<file path="config.mk">
export PLATFORM = sky130hd
export DESIGN_NAME = cache_core
export DESIGN_NICKNAME = d
export VERILOG_FILES = /design/src/rtl/cache_pkg.sv /design/src/rtl/cache_array.sv /design/src/rtl/cache_core.sv
export SDC_FILE = /design/constraint.sdc
export NUM_CORES = 2
export LEC_CHECK = 0
export BUFFER_PORTS_ARGS = -buffer_cell sky130_fd_sc_hd__buf_2
export CORE_ASPECT_RATIO = 1.1
export CORE_MARGIN = 10
export CORE_UTILIZATION = 45
export DETAILED_ROUTE_END_ITERATION = 8
export PLACE_DENSITY_LB_ADDON = 0.15
export SYNTH_ARGS = -nofsm -noshare
export SYNTH_HDL_FRONTEND = slang
export SYNTH_SLANG_ARGS = --single-unit
</file>
<file path="constraint.sdc">
create_clock -name clk -period 7.1 [get_ports clk]
set_clock_uncertainty 0.1 [all_clocks]
set_input_delay 1.42 -clock clk [delete_from_list [all_inputs] [get_ports clk]]
set_output_delay 1.42 -clock clk [all_outputs]
set_load 0.05 [all_outputs]
</file>
<file path="src/rtl/cache_pkg.sv">
// Shared types and helpers for the direct-mapped write-back cache.
// Address-field and merge helpers work on wide containers; callers cast to their own widths.
package cache_pkg;

  typedef enum logic [2:0] {
    IDLE,
    LOOKUP,
    WB_REQ,
    WB_WAIT,
    RF_REQ,
    RF_WAIT,
    RESP
  } state_t;

  localparam logic [1:0] RESP_OKAY = 2'b00;

  localparam int MAX_AW = 64;
  localparam int MAX_DW = 256;

  // Extract addr[lsb +: width]; width 0 yields 0.
  function automatic logic [MAX_AW-1:0] addr_field(input logic [MAX_AW-1:0] addr,
                                                   input int lsb, input int width);
    logic [MAX_AW-1:0] mask;
    mask = (width >= MAX_AW) ? '1 : ((MAX_AW'(1) << width) - MAX_AW'(1));
    return (addr >> lsb) & mask;
  endfunction

  function automatic logic [MAX_AW-1:0] line_align(input logic [MAX_AW-1:0] addr,
                                                   input int off_bits);
    return addr & ~((MAX_AW'(1) << off_bits) - MAX_AW'(1));
  endfunction

  function automatic logic [MAX_DW-1:0] byte_merge(input logic [MAX_DW-1:0]   word,
                                                   input logic [MAX_DW-1:0]   wdata,
                                                   input logic [MAX_DW/8-1:0] wstrb);
    logic [MAX_DW-1:0] res;
    res = word;
    for (int b = 0; b < MAX_DW/8; b++)
      if (wstrb[b]) res[b*8 +: 8] = wdata[b*8 +: 8];
    return res;
  endfunction

endpackage

</file>
<file path="src/rtl/cache_array.sv">
// Tag/valid/dirty/data storage: async-reset valid+dirty, synchronous writes, combinational read.
module cache_array
  import cache_pkg::*;
#(
  parameter int TAG_BITS   = 28,
  parameter int IDX_BITS   = 3,
  parameter int NUM_LINES  = 8,
  parameter int DATA_WIDTH = 32,
  parameter int WORDS      = 4,
  parameter int WSEL_BITS  = 2
) (
  input  logic                        clk,
  input  logic                        rst_n,
  input  logic [IDX_BITS-1:0]         idx,
  output logic                        rd_valid,
  output logic                        rd_dirty,
  output logic [TAG_BITS-1:0]         rd_tag,
  output logic [WORDS*DATA_WIDTH-1:0] rd_line,
  input  logic                        line_we,
  input  logic [TAG_BITS-1:0]         line_tag,
  input  logic [WORDS*DATA_WIDTH-1:0] line_data,
  input  logic                        line_dirty,
  input  logic                        word_we,
  input  logic [WSEL_BITS-1:0]        word_sel,
  input  logic [DATA_WIDTH-1:0]       word_data,
  input  logic                        clean_we
);

  logic [NUM_LINES-1:0]                 valid;
  logic [NUM_LINES-1:0]                 dirty;
  logic [TAG_BITS-1:0]                  tags [NUM_LINES];
  logic [WORDS-1:0][DATA_WIDTH-1:0]     data [NUM_LINES];

  assign rd_valid = valid[idx];
  assign rd_dirty = dirty[idx];
  assign rd_tag   = tags[idx];
  assign rd_line  = data[idx];

  always_ff @(posedge clk or negedge rst_n) begin
    if (!rst_n) begin
      valid <= '0;
      dirty <= '0;
    end else begin
      if (line_we) begin
        valid[idx] <= 1'b1;
        dirty[idx] <= line_dirty;
      end
      if (word_we)  dirty[idx] <= 1'b1;
      if (clean_we) dirty[idx] <= 1'b0;
    end
  end

  // Tag and data contents are meaningless until valid is set, so no reset.
  always_ff @(posedge clk) begin
    if (line_we) begin
      tags[idx] <= line_tag;
      data[idx] <= line_data;
    end
    if (word_we) data[idx][word_sel] <= word_data;
  end

endmodule

</file>
<file path="src/rtl/cache_core.sv">
// Direct-mapped write-back, write-allocate cache; one request and one memory transaction at a time.
// Define CACHE_STATS_EN to add saturating hit/miss counters (stat_hits, stat_misses).
module cache_core
  import cache_pkg::*;
#(
  parameter int ADDR_WIDTH = 32,
  parameter int DATA_WIDTH = 32,
  parameter int LINE_BYTES = 16,
  parameter int NUM_LINES  = 8
) (
  input  logic                      clk,
  input  logic                      rst_n,
  input  logic                      core_req_valid,
  output logic                      core_req_ready,
  input  logic                      core_req_we,
  input  logic [ADDR_WIDTH-1:0]     core_req_addr,
  input  logic [DATA_WIDTH-1:0]     core_req_wdata,
  input  logic [DATA_WIDTH/8-1:0]   core_req_wstrb,
  output logic                      core_resp_valid,
  output logic                      core_resp_is_write,
  output logic [DATA_WIDTH-1:0]     core_resp_rdata,
  output logic [1:0]                core_resp_resp,
  output logic                      mem_req_valid,
  input  logic                      mem_req_ready,
  output logic                      mem_req_we,
  output logic [ADDR_WIDTH-1:0]     mem_req_addr,
  output logic [LINE_BYTES*8-1:0]   mem_req_wline,
  input  logic                      mem_resp_valid,
  input  logic [LINE_BYTES*8-1:0]   mem_resp_rline
`ifdef CACHE_STATS_EN
  ,
  output logic [31:0]               stat_hits,
  output logic [31:0]               stat_misses
`endif
);

  localparam int OFF_BITS  = $clog2(LINE_BYTES);
  localparam int IDX_BITS  = $clog2(NUM_LINES);
  localparam int TAG_BITS  = ADDR_WIDTH - IDX_BITS - OFF_BITS;
  localparam int WORDS     = LINE_BYTES * 8 / DATA_WIDTH;
  localparam int LINE_BITS = LINE_BYTES * 8;
  localparam int BYTE_OFF  = $clog2(DATA_WIDTH / 8);
  localparam int WSEL_BITS = (WORDS > 1) ? $clog2(WORDS) : 1;

  state_t                    state;
  logic                      r_we;
  logic [ADDR_WIDTH-1:0]     r_addr;
  logic [DATA_WIDTH-1:0]     r_wdata;
  logic [DATA_WIDTH/8-1:0]   r_wstrb;
  logic [DATA_WIDTH-1:0]     r_rdata;

  logic [IDX_BITS-1:0]       req_idx;
  logic [TAG_BITS-1:0]       req_tag;
  logic [WSEL_BITS-1:0]      req_word;
  logic [ADDR_WIDTH-1:0]     req_line_addr;

  logic                      rd_valid, rd_dirty;
  logic [TAG_BITS-1:0]       rd_tag;
  logic [LINE_BITS-1:0]      rd_line;

  logic                      hit;
  logic [DATA_WIDTH-1:0]     hit_word, hit_merged, rf_word;
  logic [LINE_BITS-1:0]      rf_line;
  logic                      line_we, word_we, clean_we;

  assign req_idx       = IDX_BITS'(addr_field(MAX_AW'(r_addr), OFF_BITS, IDX_BITS));
  assign req_tag       = TAG_BITS'(addr_field(MAX_AW'(r_addr), OFF_BITS + IDX_BITS, TAG_BITS));
  assign req_word      = WSEL_BITS'(addr_field(MAX_AW'(r_addr), BYTE_OFF, OFF_BITS - BYTE_OFF));
  assign req_line_addr = ADDR_WIDTH'(line_align(MAX_AW'(r_addr), OFF_BITS));

  assign hit        = rd_valid && (rd_tag == req_tag);
  assign hit_word   = rd_line[int'(req_word)*DATA_WIDTH +: DATA_WIDTH];
  assign hit_merged = DATA_WIDTH'(byte_merge(MAX_DW'(hit_word), MAX_DW'(r_wdata),
                                             (MAX_DW/8)'(r_wstrb)));
  assign rf_word    = mem_resp_rline[int'(req_word)*DATA_WIDTH +: DATA_WIDTH];

  // Write-miss data is merged into the refill line so install and update share one edge.
  always_comb begin
    rf_line = mem_resp_rline;
    if (r_we)
      rf_line[int'(req_word)*DATA_WIDTH +: DATA_WIDTH] =
        DATA_WIDTH'(byte_merge(MAX_DW'(rf_word), MAX_DW'(r_wdata), (MAX_DW/8)'(r_wstrb)));
  end

  assign word_we        = (state == LOOKUP) && hit && r_we;
  assign line_we        = (state == RF_WAIT) && mem_resp_valid;
  assign clean_we       = (state == WB_WAIT) && mem_resp_valid;
  assign core_req_ready = (state == IDLE);

  cache_array #(
    .TAG_BITS  (TAG_BITS),
    .IDX_BITS  (IDX_BITS),
    .NUM_LINES (NUM_LINES),
    .DATA_WIDTH(DATA_WIDTH),
    .WORDS     (WORDS),
    .WSEL_BITS (WSEL_BITS)
  ) u_array (
    .clk       (clk),
    .rst_n     (rst_n),
    .idx       (req_idx),
    .rd_valid  (rd_valid),
    .rd_dirty  (rd_dirty),
    .rd_tag    (rd_tag),
    .rd_line   (rd_line),
    .line_we   (line_we),
    .line_tag  (req_tag),
    .line_data (rf_line),
    .line_dirty(r_we),
    .word_we   (word_we),
    .word_sel  (req_word),
    .word_data (hit_merged),
    .clean_we  (clean_we)
  );

  always_ff @(posedge clk or negedge rst_n) begin
    if (!rst_n) begin
      state              <= IDLE;
      r_we               <= 1'b0;
      r_addr             <= '0;
      r_wdata            <= '0;
      r_wstrb            <= '0;
      r_rdata            <= '0;
      core_resp_valid    <= 1'b0;
      core_resp_is_write <= 1'b0;
      core_resp_rdata    <= '0;
      core_resp_resp     <= RESP_OKAY;
      mem_req_valid      <= 1'b0;
      mem_req_we         <= 1'b0;
      mem_req_addr       <= '0;
      mem_req_wline      <= '0;
    end else begin
      core_resp_valid <= 1'b0;
      case (state)
        IDLE: if (core_req_valid) begin
          r_we    <= core_req_we;
          r_addr  <= core_req_addr;
          r_wdata <= core_req_wdata;
          r_wstrb <= core_req_wstrb;
          state   <= LOOKUP;
        end
        LOOKUP: begin
          if (hit) begin
            if (!r_we) r_rdata <= hit_word;
            state <= RESP;
          end else if (rd_valid && rd_dirty) begin
            mem_req_valid <= 1'b1;
            mem_req_we    <= 1'b1;
            mem_req_addr  <= {rd_tag, req_idx, OFF_BITS'(0)};
            mem_req_wline <= rd_line;
            state         <= WB_REQ;
          end else begin
            mem_req_valid <= 1'b1;
            mem_req_we    <= 1'b0;
            mem_req_addr  <= req_line_addr;
            state         <= RF_REQ;
          end
        end
        WB_REQ: if (mem_req_ready) begin
          mem_req_valid <= 1'b0;
          state         <= WB_WAIT;
        end
        WB_WAIT: if (mem_resp_valid) begin
          mem_req_valid <= 1'b1;
          mem_req_we    <= 1'b0;
          mem_req_addr  <= req_line_addr;
          state         <= RF_REQ;
        end
        RF_REQ: if (mem_req_ready) begin
          mem_req_valid <= 1'b0;
          state         <= RF_WAIT;
        end
        RF_WAIT: if (mem_resp_valid) begin
          if (!r_we) r_rdata <= rf_word;
          state <= RESP;
        end
        RESP: begin
          core_resp_valid    <= 1'b1;
          core_resp_is_write <= r_we;
          core_resp_rdata    <= r_we ? '0 : r_rdata;
          core_resp_resp     <= RESP_OKAY;
          state              <= IDLE;
        end
        default: state <= IDLE;
      endcase
    end
  end

`ifdef CACHE_STATS_EN
  always_ff @(posedge clk or negedge rst_n) begin
    if (!rst_n) begin
      stat_hits   <= '0;
      stat_misses <= '0;
    end else if (state == LOOKUP) begin
      if (hit) begin
        if (stat_hits != '1) stat_hits <= stat_hits + 32'd1;
      end else begin
        if (stat_misses != '1) stat_misses <= stat_misses + 32'd1;
      end
    end
  end
`endif

endmodule

</file>
==> flow_summary_export.csv <==
group,metric,value,unit
floorplanning,initial_core_util,0.4529,
synthesis,yosysTopAreaCell,"edfxtp_1",
sta,min_period,5.792,ns
synthesis,ys_seq_area_frac,0.6928,
synthesis,yosysWarningCount,0,
sta,timing.fmax,172.7,MHz
detailed_routing,ant_nets,0,
run,drv_cap,0,
detailed_routing,drtIter0Drc,5863,
placed_design,hpwlAfterDp,161000,um
worst_setup_path,worstSetupPathType,"reg2reg",
sta,slew_violations,0,
clocking,post_cts_buffers,0,
synthesis,ys_ff_latch,1534,
sta,rsz0062_at_grt,"false",
sta,maxSlewHeadroom,0.1477,
power_and_ir_drop,p_total,34.94,mW
worst_setup_path,critPathCaptureType,"register",
layout,drive_gt1_frac,0.2781,
status,status,"complete, no violations",
clocking,htreeDepth,4,
clocking,cts_buffer_depth,3,
clocking,cts_hold_buf,0,
clocking,cts.sinks,1534,
detailed_routing,post_drt_wl_per_cell,36.33,um
synthesis,ys_types,84,
sta,fin_crit_sh,0.8157,
layout,syn_to_final_growth,16.43,%
synthesis,synth_ff_type,"edfxtp_1",
clocking,post_cts_resized,0,
synthesis,synth_top_area_share,0.5721,
power_and_ir_drop,pwr_density_cell,467.1,nW/um^2
synthesis,ys_top_cells_by_area,"edfxtp_1 (57%), dfrtp_1 (12%), mux2_2 (4.7%), mux2i_1 (3.9%), mux4_2 (3.8%)",
global_routing,grt_usage,0.2966,
detailed_routing,vias_per_cell,6.371,
floorplanning,die_w,380.3,um
sta,worst_pin_slew,1.265,ns
global_routing,first_global_vias,40356,
global_routing,grt_pass1_wl,331200,um
global_routing,grt-ovfl-total,0,
worst_hold_path,holdCritPathClass,"reg2reg",
power_and_ir_drop,ir_drop,0.2947,mV
layout,fill_cells,11849,
synthesis,synth.avg_cell_area,15.61,sq um
floorplanning,ios,401,
worst_setup_path,cp_max_fo,54,
placed_design,routabilityCongestion,0.9225,
sta,setup_tns,0,ns
floorplanning,die_area,158300,sq um
clocking,root_buffer,"clkbuf_16",
floorplanning,rows,145,
synthesis,ys_async_sr_fraction,0.2021,
worst_setup_path,critical_path_required,7.49,ns
worst_setup_path,cp.arrival,6.18,ns
global_routing,grt_max_degree,132,
synthesis,netlist_area,64250,sq um
power_and_ir_drop,total_leakage_power,27.74,nW
clocking,cts_tree,"built",
synthesis,synth_cells,4117,
layout,finalNetCount,4791,
sta,hold_viol_final,0,
detailed_routing,totalWireLength,241500,um
placed_design,port_buffers,392,
clocking,numCtsBuffers,160,
detailed_routing,drc,0,
worst_setup_path,cp-start-kind,"register",
floorplanning,core,141900,sq um
floorplanning,fp.dieH,416.3,um
clocking,clk_latency,0.82,ns
sta,setup_viol_count_final,0,
detailed_routing,drt_first_pass_iters,6,
synthesis,synth_edf_count,1224,
global_routing,antenna_found_initial,28,
clocking,clkTransAtPathRegs,0.06,ns
detailed_routing,via_count,42353,
[per-stage QoR]
stage	setup WS, ns	area, sq um	cells	utilization	hold WS, ns
final	1.308	74810	6648	0.5273	0.3685
after global placement	1.418	69530	6333	0.4901	0.3476
after detailed placement	1.425	69530	6333	0.4901	0.3530
after floorplan	2.167	64270	4122	-	0.3334
after global routing	1.204	74790	6641	0.5271	0.3753
after CTS	1.393	74770	6632	0.5270	0.3664
[cells in the final DEF (no fill, tap or decap), drive strengths merged, types with 55 or more instances in the layout]
| cell type | n |
|---|---|
| a221oi | 98 |
| a21oi | 108 |
| nor2 | 166 |
| inv | 55 |
| mux2i | 253 |
| mux4 | 109 |
| edfxtp | 1224 |
| mux2 | 365 |
| dfrtp | 310 |
| buf | 589 |
| o21ai | 174 |
| clkbuf | 216 |
| clkinv | 63 |
| nand2 | 317 |
| a22oi | 196 |
[registers in the layout (all words and copies together) (netlist names), 28 cells and up]
| signal | count |
|---|---|
| mem_req_wline | 128 |
| r_wdata | 32 |
| core_resp_rdata | 32 |
| r_addr | 30 |
| u_array.data | 1024 |
| r_rdata | 32 |
| mem_req_addr | 28 |
| u_array.tags | 200 |
[kinds of logic (layout without fill, tap and decap cells)]
| logic type | count (synthesis) | after routing | share of synthesized area |
|---|---|---|---|
| other cells | 1 | 22 | 0.00005837 |
| xor+xnor | 9 | 9 | 0.001227 |
| simple gates | 684 | 684 | 0.04855 |
| mux | 727 | 727 | 0.1417 |
| fa+ha+maj | 5 | 5 | 0.0009737 |
| compound gates | 821 | 821 | 0.08964 |
| buf+inv | 336 | 935 | 0.02504 |
| flops | 1534 | 1534 | 0.6928 |
[worst paths after layout]
check,to,cells past startpoint,slack [ns],start
setup reg to reg,u_array.data[5][85],12,1.31,r_addr[6]
hold / removal,u_array.valid[3],1,0.37,u_array.valid[3]
max in group asynchronous,r_addr[6],2,5.09,rst_n
min in group asynchronous,mem_req_wline[60],1,0.50,rst_n
hold reg to reg,u_array.valid[3],1,0.37,u_array.valid[3]
setup / recovery,u_array.data[5][85],12,1.31,r_addr[6]
[area by class of cell]
type	count	area (sq um)	share of cell area
flip-flops and latches	1534	44530	0.5953
multi-input cells	2252	18590	0.2486
clock buffers	216	4461	0.05963
repair buffers	589	3839	0.05132
well taps	1911	2391	0.03196
clock inverters	83	772.0	0.01032
inverters	47	177.7	0.002375
diodes	16	40.04	0.0005352
[where the power goes]
group          internal (mW)  switching (mW)  leakage (nW)
sequential              11.3           0.997          15.1
clock                   4.83            3.60          2.59
combinational           4.09            10.1          10.1
[synth_stat cells, types with 102 or more instances]
cell type	number
dfrtp_1	310
clkbuf_1	149
mux4_2	109
a21oi_1	102
edfxtp_1	1224
a22oi_1	196
mux2i_1	252
o21ai_0	153
nand2_1	317
nor2_1	166
mux2_2	266
[worst max-delay path, cell delays in order (launching register included)]
cell and delay [ns]:
dfrtp_4 1.07, buf_4 0.53, mux4_2 0.38, mux2i_1 0.24, xnor2_1 0.19, or3b_1 0.42
nor4b_2 0.28, nand4_1 0.22, buf_12 0.24, nand2b_2 0.48, buf_12 0.32, a21oi_4 0.54
buf_12 0.31
[layer usage]
layer	share of wire	GRT usage
met5	0.00057	0
met4	0.058	0.1560
met3	0.11	0.07498
met2	0.44	0.4457
met1	0.39	0.3968
(Power assumes the default switching activity.)
